## src/rtl/game_pkg.sv

```systemverilog
// Shared definitions for the frame-rate game-logic blocks: sequencer state
// encoding, the default vblank row and the wait-timeout counter width.
package game_pkg;

    typedef enum logic [2:0] {
        ST_IDLE   = 3'd0,
        ST_SELECT = 3'd1,
        ST_WAIT   = 3'd2,
        ST_JUDGE  = 3'd3,
        ST_JWAIT  = 3'd4,
        ST_FINISH = 3'd5
    } state_t;

    localparam int V_ACTIVE_DEF = 480;
    localparam int TMO_W        = 10;

endpackage

```

## src/rtl/vblank_edge_detect.sv

```systemverilog
// Single-cycle pulse in the first cycle the VGA row counter sits on V_ACTIVE.
// The previous row is registered, so the pulse is combinational on the current row.
module vblank_edge_detect
    import game_pkg::*;
#(
    parameter int V_ACTIVE = V_ACTIVE_DEF
) (
    input  logic       clk,
    input  logic       reset,
    input  logic [9:0] y,
    output logic       vblank_entry
);

    localparam logic [9:0] V_ROW = 10'(V_ACTIVE);

    logic [9:0] y_prev_q;
    logic [9:0] y_prev_d;

    always_comb begin
        y_prev_d     = y;
        vblank_entry = (y == V_ROW) && (y_prev_q != V_ROW);
    end

    always_ff @(posedge clk) begin
        if (reset) y_prev_q <= '0;
        else       y_prev_q <= y_prev_d;
    end

endmodule

```

## src/rtl/update_scheduler.sv

```systemverilog
// Per-frame sequencer: on vblank entry strobes each entity unit in order, then the
// judges, then pulses frame_tick. Define UPDATE_SCHED_STATS_EN to add max_cycles.
module update_scheduler
    import game_pkg::*;
#(
    parameter int NUM_UNITS = 4,
    parameter int V_ACTIVE  = V_ACTIVE_DEF,
    parameter int TIMEOUT   = 1023,
    parameter int FRAME_DIV = 1
) (
    input  logic                 clk,
    input  logic                 reset,
    input  logic                 game_en,
    input  logic [9:0]           y,
    input  logic [NUM_UNITS-1:0] unit_mask,
    output logic [NUM_UNITS-1:0] start,
    input  logic [NUM_UNITS-1:0] done,
    output logic                 judge_start,
    input  logic                 judge_done,
    output logic                 frame_tick,
    output logic                 busy,
    output logic [2:0]           cur_unit,
    output logic                 timeout_err,
    output logic                 overrun,
    output logic [2:0]           state_dbg
`ifdef UPDATE_SCHED_STATS_EN
    ,
    output logic [15:0]          max_cycles
`endif
);

    // Handshake: start[i] / judge_start are one-cycle strobes issued from SELECT /
    // JUDGE; done[i] / judge_done are only looked at in the following WAIT / JWAIT
    // cycles, so either a pulse or a held level is accepted.
    localparam logic [NUM_UNITS-1:0] UNIT0     = {{(NUM_UNITS-1){1'b0}}, 1'b1};
    localparam logic [2:0]           CUR_END   = 3'(NUM_UNITS);
    localparam logic [3:0]           DIV_LAST  = 4'(FRAME_DIV - 1);
    localparam logic [TMO_W-1:0]     TMO_LIMIT = TMO_W'(TIMEOUT);

    state_t             state_q, state_d;
    logic [2:0]         cur_q, cur_d;
    logic [TMO_W-1:0]   tmo_q, tmo_d;
    logic [3:0]         div_q, div_d;
    logic               terr_q, terr_d;
    logic               ovr_q, ovr_d;
    logic               vblank_entry;
    logic               launch;
    logic [NUM_UNITS-1:0] cur_onehot;
    logic               cur_sel;
    logic               cur_done;

    vblank_edge_detect #(
        .V_ACTIVE(V_ACTIVE)
    ) u_vblank (
        .clk         (clk),
        .reset       (reset),
        .y           (y),
        .vblank_entry(vblank_entry)
    );

    always_comb begin
        state_d     = state_q;
        cur_d       = cur_q;
        tmo_d       = tmo_q;
        div_d       = div_q;
        terr_d      = terr_q;
        ovr_d       = ovr_q;
        start       = '0;
        judge_start = 1'b0;
        frame_tick  = 1'b0;

        cur_onehot = UNIT0 << cur_q;
        cur_sel    = |(unit_mask & cur_onehot);
        cur_done   = |(done & cur_onehot);
        launch     = vblank_entry && game_en && (div_q == DIV_LAST) && (state_q == ST_IDLE);

        // The divider keeps counting even when the event itself is dropped as an overrun.
        if (vblank_entry) begin
            if (state_q != ST_IDLE) ovr_d = 1'b1;
            if (!game_en)               div_d = '0;
            else if (div_q == DIV_LAST) div_d = '0;
            else                        div_d = div_q + 4'd1;
        end

        case (state_q)
            ST_IDLE: begin
                if (launch) begin
                    state_d = ST_SELECT;
                    cur_d   = '0;
                end
            end
            ST_SELECT: begin
                if (cur_q == CUR_END) begin
                    state_d = ST_JUDGE;
                end else if (!cur_sel) begin
                    cur_d = cur_q + 3'd1;
                end else begin
                    start   = cur_onehot;
                    tmo_d   = '0;
                    state_d = ST_WAIT;
                end
            end
            ST_WAIT: begin
                if (cur_done) begin
                    cur_d   = cur_q + 3'd1;
                    state_d = ST_SELECT;
                end else if (tmo_q == TMO_LIMIT) begin
                    terr_d  = 1'b1;
                    cur_d   = cur_q + 3'd1;
                    state_d = ST_SELECT;
                end else if (tmo_q != '1) begin
                    tmo_d = tmo_q + 1'b1;
                end
            end
            ST_JUDGE: begin
                judge_start = 1'b1;
                tmo_d       = '0;
                state_d     = ST_JWAIT;
            end
            ST_JWAIT: begin
                if (judge_done) begin
                    state_d = ST_FINISH;
                end else if (tmo_q == TMO_LIMIT) begin
                    terr_d  = 1'b1;
                    state_d = ST_FINISH;
                end else if (tmo_q != '1) begin
                    tmo_d = tmo_q + 1'b1;
                end
            end
            ST_FINISH: begin
                frame_tick = 1'b1;
                state_d    = ST_IDLE;
            end
            default: state_d = ST_IDLE;
        endcase
    end

    always_ff @(posedge clk) begin
        if (reset) begin
            state_q <= ST_IDLE;
            cur_q   <= '0;
            tmo_q   <= '0;
            div_q   <= '0;
            terr_q  <= 1'b0;
            ovr_q   <= 1'b0;
        end else begin
            state_q <= state_d;
            cur_q   <= cur_d;
            tmo_q   <= tmo_d;
            div_q   <= div_d;
            terr_q  <= terr_d;
            ovr_q   <= ovr_d;
        end
    end

    assign busy        = (state_q != ST_IDLE) && (state_q != ST_FINISH);
    assign cur_unit    = cur_q;
    assign timeout_err = terr_q;
    assign overrun     = ovr_q;
    assign state_dbg   = state_q;

`ifdef UPDATE_SCHED_STATS_EN
    logic [15:0] cyc_q, cyc_d;
    logic [15:0] max_q, max_d;

    always_comb begin
        cyc_d = cyc_q;
        max_d = max_q;
        if (launch)                          cyc_d = '0;
        else if (busy && cyc_q != 16'hFFFF) cyc_d = cyc_q + 16'd1;
        if (state_q == ST_FINISH && cyc_q > max_q) max_d = cyc_q;
    end

    always_ff @(posedge clk) begin
        if (reset) begin
            cyc_q <= '0;
            max_q <= '0;
        end else begin
            cyc_q <= cyc_d;
            max_q <= max_d;
        end
    end

    assign max_cycles = max_q;
`endif

endmodule

```

## config.mk

```make
export PLATFORM = sky130hd
export DESIGN_NAME = update_scheduler
export DESIGN_NICKNAME = d
export VERILOG_FILES = /design/src/rtl/game_pkg.sv /design/src/rtl/vblank_edge_detect.sv /design/src/rtl/update_scheduler.sv
export SDC_FILE = /design/constraint.sdc
export NUM_CORES = 1
export LEC_CHECK = 0
export CAP_MARGIN = 20
export CORE_ASPECT_RATIO = 0.5
export CORE_MARGIN = 2
export CORE_UTILIZATION = 55
export DETAILED_ROUTE_END_ITERATION = 6
export PLACE_DENSITY_LB_ADDON = 0.25
export SLEW_MARGIN = 0
export SYNTH_ARGS = -nofsm -noshare
export SYNTH_HDL_FRONTEND = slang
export SYNTH_SLANG_ARGS = --single-unit
```

## constraint.sdc

```tcl
create_clock -name clk -period 4.7 [get_ports clk]
set_input_delay 0.94 -clock clk [delete_from_list [all_inputs] [get_ports clk]]
set_output_delay 0.94 -clock clk [all_outputs]
set_load 0.005 [all_outputs]
```

**Word-level counts from Yosys, hierarchy flattened**

Index checks and enable logic that the tools add are counted.
W data, S select, Z words.

- Output and inout bits: 15
- Flip-flop bits (word level): 32

- Eq/ne operators: 20
- Muxes and demuxes: 32
- Reduce and logical (&&, ||, !) cells: 18
- Bitwise gates (word level): 2
- Shifts and indexed selects: 1
- Add/subtract/negate cells: 3

Operators with widths:

| operator | count |
|---|---|
| $mux W10 | 6 |
| $pmux W10 S4 | 1 |
| $mux W3 | 12 |
| $mux W4 | 5 |
| $pmux W3 S5 | 1 |
| $ne A2 B2 Y1 const B | 6 |
| $ne A3 B3 Y1 const B | 4 |
| $add A10 B1 Y10 const B | 1 |
| $eq A10 B10 Y1 const B | 1 |
| $eq A10 B9 Y1 const B | 1 |
| $ne A10 B10 Y1 const B | 1 |
| $ne A10 B9 Y1 const B | 1 |
| $reduce_and A5 Y1 | 2 |
| $eq A3 B3 Y1 const B | 3 |
| $pmux W3 S3 | 1 |
| $and A4 B4 Y4 | 2 |
| $reduce_or A4 Y1 | 2 |
| $eq A3 B2 Y1 const B | 2 |
| $reduce_bool A3 Y1 | 2 |
| $logic_and A1 B1 Y1 | 5 |
| $mux W1 | 5 |
| $add A4 B1 Y4 const B | 1 |
| $logic_not A4 Y1 | 1 |
| $reduce_and A4 Y1 | 1 |
| 9 further kinds | 9 |

**Logic depth before layout (Yosys ltp)**

Gate-level depths: netlist (run 1).

- Depth in word-level cells: 7
- Mapped depth: 7
- Mapped depth without buffers: 7

**By module**

A second synthesis (run 1) with hierarchy kept.

- Cells, all modules: 213
- Area, all modules: 1764.2 um^2

By module, submodules not included:

| module | times used | cells each | area each (um^2) |
|---|---|---|---|
| update_scheduler | 1 | 186 | 1437.6 |
| vblank_edge_detect | 1 | 27 | 326.6 |

**Worst setup path before layout (run 1)**

No wires, ideal clock.

- Path type: input port to output port
- From: input port unit_mask[1]
- To: output port start[0]
- Stages on the path: 5
- Path buffers: 0
- Data required time: 3.760 ns
- Slack: 1.992 ns
- Arrival time: 1.768 ns
- Cell sequence: a22oi_1 o21ai_0 o21ai_0 nor2_1 and2_2

- Longest elaborated chain between the ends: 5

RTL lines:

| element | RTL line | RTL |
|---|---|---|
| from (decl) | update_scheduler.sv:15 | `input logic [NUM_UNITS-1:0] unit_mask,` |
| $and A4 B4 Y4 | update_scheduler.sv:73 | `cur_sel = \|(unit_mask & cur_onehot);` |
| $reduce_or A4 Y1 | update_scheduler.sv:73 |  |
| $mux W4 | update_scheduler.sv:95 | `end else if (!cur_sel) begin` |
| $mux W4 | update_scheduler.sv:93 | `if (cur_q == CUR_END) begin` |
| $mux W4 | update_scheduler.sv:85 | `case (state_q)` |
| to (decl) | update_scheduler.sv:16 | `output logic [NUM_UNITS-1:0] start,` |

Every way passes these cells.

**Final worst setup path (run 1)**

Ends and elaborated chain as after synthesis.

==> flow_metrics.tcl, run 1 <==
set metrics [dict create \
    status "finished clean" \
    layout_common_cells "36 x clkdlybuf4s50_1, 32 x dfxtp_1, 18 x nand2_1" \
    grt_start_max_net_pins 35 \
    synth-simple-area-share 0.303 \
    vias 1904 \
    syn_nets 261 \
    p_leak_nw 0.866 \
    drtIter0Drc 139 \
    grt_pass1_vias 1660 \
    p_per_area_mw_per_mm2 246 \
    drive_above_1_share 0.0936 \
    ys_ff_latch 32 \
    io_pins 37 \
    rsz0062_at_grt "false" \
    startpoint_type "primary input" \
    ant_nets 0 \
    die_area_mm2 0.00401 \
    maxSlewViolCount 0 \
    tightest_slew_ns 0.817 \
    ys_seq_area_frac 0.333 \
    die_w_um 87.6 \
    via_per_inst 5.99 \
    drv_cap 0 \
    mostFrequentLayoutCell "clkdlybuf4s50_1" \
    cts_sinks 32 \
    numCtsBuffers 5 \
    worst-r2r-setup-slack_ns 2.37 \
    cp_max_fo 3 \
    io_buffers 36 \
    ys_types 59 \
    cp.arrival_ns 2.86 \
    diodes 0 \
    clk_pin_slew_worst_paths_ns 0.07 \
    min_period_ns 3.80 \
    synth-edff-count 0 \
    fin_tns_setup_ns 0 \
    grt_pass1_wl_um 7420 \
    synth_compound_area_frac 0.232 \
    slew_headroom 0.451 \
    nNetsFinal 296 \
    htree_levels 2 \
    hold_path_class "reg2reg" \
    dpl.hpwl_um 3260 \
    synth_fa_ha_area_frac 0.0520 \
    grt_usage 0.245 \
    holdBufCountCts 0 \
    synthArstFlopShare 0 \
    syn_area_per_cell_um2 8.33 \
    clock_path_buffers 2 \
    start_util 0.566 \
    grt_overflow_total 0 \
    antenna_found_initial 0 \
    crit_required_ns 3.76 \
    hold_viol_final 0 \
    crit_type "in2out" \
    fp.coreArea_mm2 0.00340 \
    finalSetupViolCount 0 \
    max_freq_mhz 263 \
    synthToLayoutAreaGrowth_pct 25.2 \
    finalCritPeriodShare 0.808 \
    row_count 15 \
    place_inst 310 \
    drcViolationCount 0 \
    netlist_area_mm2 0.00192 \
    synth_cells 231 \
    synthMuxAreaShare 0.0169 \
    hold_ws_ns 0.464 \
    cp-end-kind "output port" \
    synthFlopType "dfxtp_1" \
    place_congestion 0.828 \
    cts_tree "built" \
    finClkSkew_ns 0.00684 \
    final.fill_count 259 \
    post_cts_buffers 0 \
    synth_xor_area_frac 0.00455 \
    wl_um 4540 \
    dr.pass1.iters 5 \
    ys.warnings.count 0 \
    die_y_um 45.8 \
    routedWlPerCell_um 14.3 \
    cts_root_buf "clkbuf_8" \
    synth_top_family_by_area "simple AND/OR/NAND/NOR gates" \
    cts_resized 0 \
    ir_worst_vdd_mv 0.202 \
    clkLatencyLatePin_ns 0.29 \
    fin_cells 318 \
]
## per-layer routing
metal	part of all wire	wire length, µm	up-vias	track usage
li1	-	-	930	-
met1	0.44	1980	900	0.296
met2	0.49	2210	65	0.423
met3	0.061	278	9	0.0725
met4	0.015	68	0	0.0954
met5	0	0	-	0
## flip-flops by register name (all words and copies together) (netlist names)
register / cells
cur_unit: 3
div_q: 4
overrun: 1
state_dbg: 3
timeout_err: 1
tmo_q: 10
u_vblank.y_prev_q: 10
## power by group
group / switching, mW / total, mW / internal, mW
Combinational: 0.0211 / 0.0487 / 0.0276
Sequential: 0.00203 / 0.278 / 0.276
Clock: 0.109 / 0.265 / 0.157
## layout make-up
cell class / instances / area [µm²] / area share
Sequential cell: 32 / 641 / 0.266
Tap cell: 51 / 63.8 / 0.0265
Timing Repair Buffer: 37 / 368 / 0.153
Clock buffer: 5 / 68.8 / 0.0286
Clock inverter: 3 / 42.5 / 0.0177
Inverter: 14 / 52.6 / 0.0218
Multi-Input combinational cell: 176 / 1170 / 0.486
## synthesized netlist by cell type, types with 2 or more instances
library cell  count  area (µm²)
o211ai_1          4        30.0
o32ai_1           2        17.5
nor2_1           15        56.3
buf_6             2        22.5
mux2_1            2        22.5
nand2b_1          2        12.5
a221oi_1          5        43.8
o31a_1            2        17.5
a21oi_1          10        50.1
o21a_1            3        22.5
and2_2            2        15.0
and2_1            5        31.3
ha_1              8         100
a31o_2            2        17.5
a31oi_1           2        12.5
or4_1             4        30.0
nand4b_1          3        26.3
dfxtp_1          32         641
nand3_1          13        65.1
a41oi_1           2        17.5
nor4_1            5        31.3
nand2_1          18        67.6
o21ai_0          15        75.1
nor3_1            6        30.0
or3_1             3        18.8
clkbuf_1          4        15.0
nor2b_1          15        93.8
o211a_1           2        20.0
inv_1            13        48.8
## cell families after synthesis
kind of cell               count (synthesis)
and+or+nand+nor                          102
muxes                                      3
DFF                                       32
adders and majority gates                  8
AOI/OAI and AO/OA                         62
buffers and inverters                     23
xor gates and xnor gates                   1
## path summary, 6_finish.rpt
check / from / to / cells past startpoint
setup / recovery: unit_mask[1] / start[0] / 7
hold / removal: overrun / overrun / 1
setup reg to reg: cur_unit[0] / tmo_q[1] / 7
hold reg to reg: overrun / overrun / 1
## metrics by stage
step                utilization  area (µm²)  power (mW)  worst slack [ns]
floorplan                     -        1920       0.307              1.99
global placement          0.676        2300       0.331              1.04
detailed placement        0.676        2300       0.332             0.914
CTS                       0.709        2410       0.593             0.910
global route              0.709        2410       0.611             0.739
finish                    0.709        2410       0.592             0.901
## worst max-delay path, cell delays in order
cell,delay (ns)
clkdlybuf4s50_1,0.47
a22oi_1,0.10
o21ai_0,0.33
o21ai_0,0.19
nor2_1,0.17
and2_2,0.16
clkdlybuf4s50_1,0.50
No activity file was read; power rests on OpenSTA's default activity.
==> inputs of run 2 (changes only) <==
CORE_UTILIZATION = 47   (was 55)
clock period = 3.1 ns   (was 4.7 ns; I/O delays follow)
==> run 2 against run 1 <==
  * Sequential share of layout area decreased by 0.41 points
  * Register-to-register slack got worse by 1.5 ns
  * Combinational power increased by 52%
  * Non-clock buffer count increased by 5
  * Routed wire length increased by 1.1%
  * First-iteration DRC count decreased by 20%
  * Via count unchanged
  * Critical path type unchanged
  * Largest power group unchanged
==> flow_metrics.tcl, run 2 (same netlist as run 1, synthesis figures left out) <==
set metrics [dict create \
    fin_util 0.624 \
    routedWlPerCell_um 14.1 \
    grt_start_max_net_pins 27 \
    worst-r2r-setup-slack_ns 0.84 \
    r2r-end "tmo_q[6]" \
    tightest_slew_ns 0.732 \
    cp-end-kind "output port" \
    power.total_uw 900 \
    grt_pass1_vias 1782 \
    io_pins 37 \
    crit_path_start "unit_mask[1]" \
    layout_common_cells "36 x clkdlybuf4s50_1, 31 x dfxtp_1, 18 x nand2_1" \
    dpl.hpwl_um 3420 \
    cts_sinks 32 \
    wl_um 4590 \
    start_util 0.490 \
    min_period_ns 2.98 \
    nNetsFinal 301 \
    htree_levels 2 \
    ant_nets 0 \
    cp.arrival_ns 2.36 \
    dr.pass1.iters 4 \
    place_congestion 0.847 \
    r2r-start "cur_unit[1]" \
    clock_path_buffers 2 \
    ir_worst_vdd_mv 0.259 \
    cts_tree "built" \
    hold_depth 1 \
    finalSetupViolCount 0 \
    grt_usage 0.205 \
    max_freq_mhz 336 \
    die_area_mm2 0.00465 \
    rr_worst_depth 7 \
    hold_viol_final 0 \
    startpoint_type "primary input" \
    fp.coreArea_mm2 0.00392 \
    largestRegisters "tmo_q (10), u_vblank.y_prev_q (10), div_q (4)" \
    p_leak_nw 0.893 \
    finalCritPeriodShare 0.961 \
    drive_above_1_share 0.114 \
    hold_end "overrun" \
    cp_max_fo 3 \
    die_y_um 49.2 \
    crit_required_ns 2.48 \
    diodes 0 \
    grt_overflow_total 0 \
    slew_headroom 0.508 \
    holdBufCountCts 0 \
    clkLatencyLatePin_ns 0.29 \
    antenna_found_initial 0 \
    final.fill_count 352 \
    p_per_area_mw_per_mm2 367 \
    finClkSkew_ns 0.00124 \
    maxSlewViolCount 0 \
    drcViolationCount 0 \
    crit_type "in2out" \
    cts_root_buf "clkbuf_8" \
    vias 1904 \
    numCtsBuffers 5 \
    io_buffers 36 \
    die_w_um 94.5 \
    drv_cap 0 \
    mostFrequentLayoutCell "clkdlybuf4s50_1" \
    row_count 16 \
    drtIter0Drc 111 \
    grt_pass1_wl_um 7530 \
    hold_path_class "reg2reg" \
    min-delay-start "overrun" \
    synthToLayoutAreaGrowth_pct 27.4 \
    status "finished clean" \
    via_per_inst 5.84 \
    clk_pin_slew_worst_paths_ns 0.07 \
]
[run 2: layer usage]
layer  global-route usage  up-vias  wire length (µm)
met5                    0        -                 0
met2                0.363       54              2270
li1                     -      932                 -
met4               0.0773        0                66
met3               0.0587       12               243
met1                0.236      906              2010
[run 2: worst max-delay path by stage]
stage	to	slack, ns	cells past startpoint
CTS	start[0]	0.05	8
floorplan	start[0]	0.98	7
global placement	start[0]	0.19	7
detailed placement	start[0]	0.08	7
finish	start[0]	0.12	7
global route	start[0]	-0.03	7
[run 2: through the flow]
step                      TNS, ns  cells  area (µm²)  worst slack, ns  hold slack [ns]
final                           0    326        2450            0.120            0.464
after global routing      -0.0688    326        2450          -0.0319            0.493
after CTS                       0    325        2440           0.0502            0.470
after detailed placement        0    317        2330           0.0815            0.454
after global placement          0    317        2330            0.188            0.445
after floorplan                 0    231        1920            0.983            0.447
[run 2: cell type report]
cell class              count  area [µm²]  area share
clock buffers               5        68.8      0.0281
clock inverters             3        42.5      0.0174
inverters                  14        52.6      0.0215
multi-input cells         176        1170       0.478
flip-flops and latches     32         642       0.262
well taps                  54        67.6      0.0276
repair buffers             42         405       0.165
[run 2: where the power goes]
| group | leakage [nW] | switching [mW] | internal (mW) | total (mW) |
|---|---|---|---|---|
| registers | 0.261 | 0.00293 | 0.418 | 0.421 |
| logic | 0.578 | 0.0317 | 0.0424 | 0.0742 |
| clock network | 0.0541 | 0.166 | 0.238 | 0.404 |
[run 2: critical path: stages]
cell	delay, ns
clkdlybuf4s50_1	0.45
a22oi_1	0.10
o21ai_0	0.21
o21ai_1	0.11
nor2_1	0.19
and2_2	0.18
clkdlybuf4s50_1	0.50
[run 2: what timing repair did]
| item | CTS | global route |
|---|---|---|
| hold endpoints to repair | 0 | 0 |
| endpoints found under the setup margin | 0 | 3 |
| buffers inserted | 0 | 1 |
| gates resized for setup | 0 | 2 |
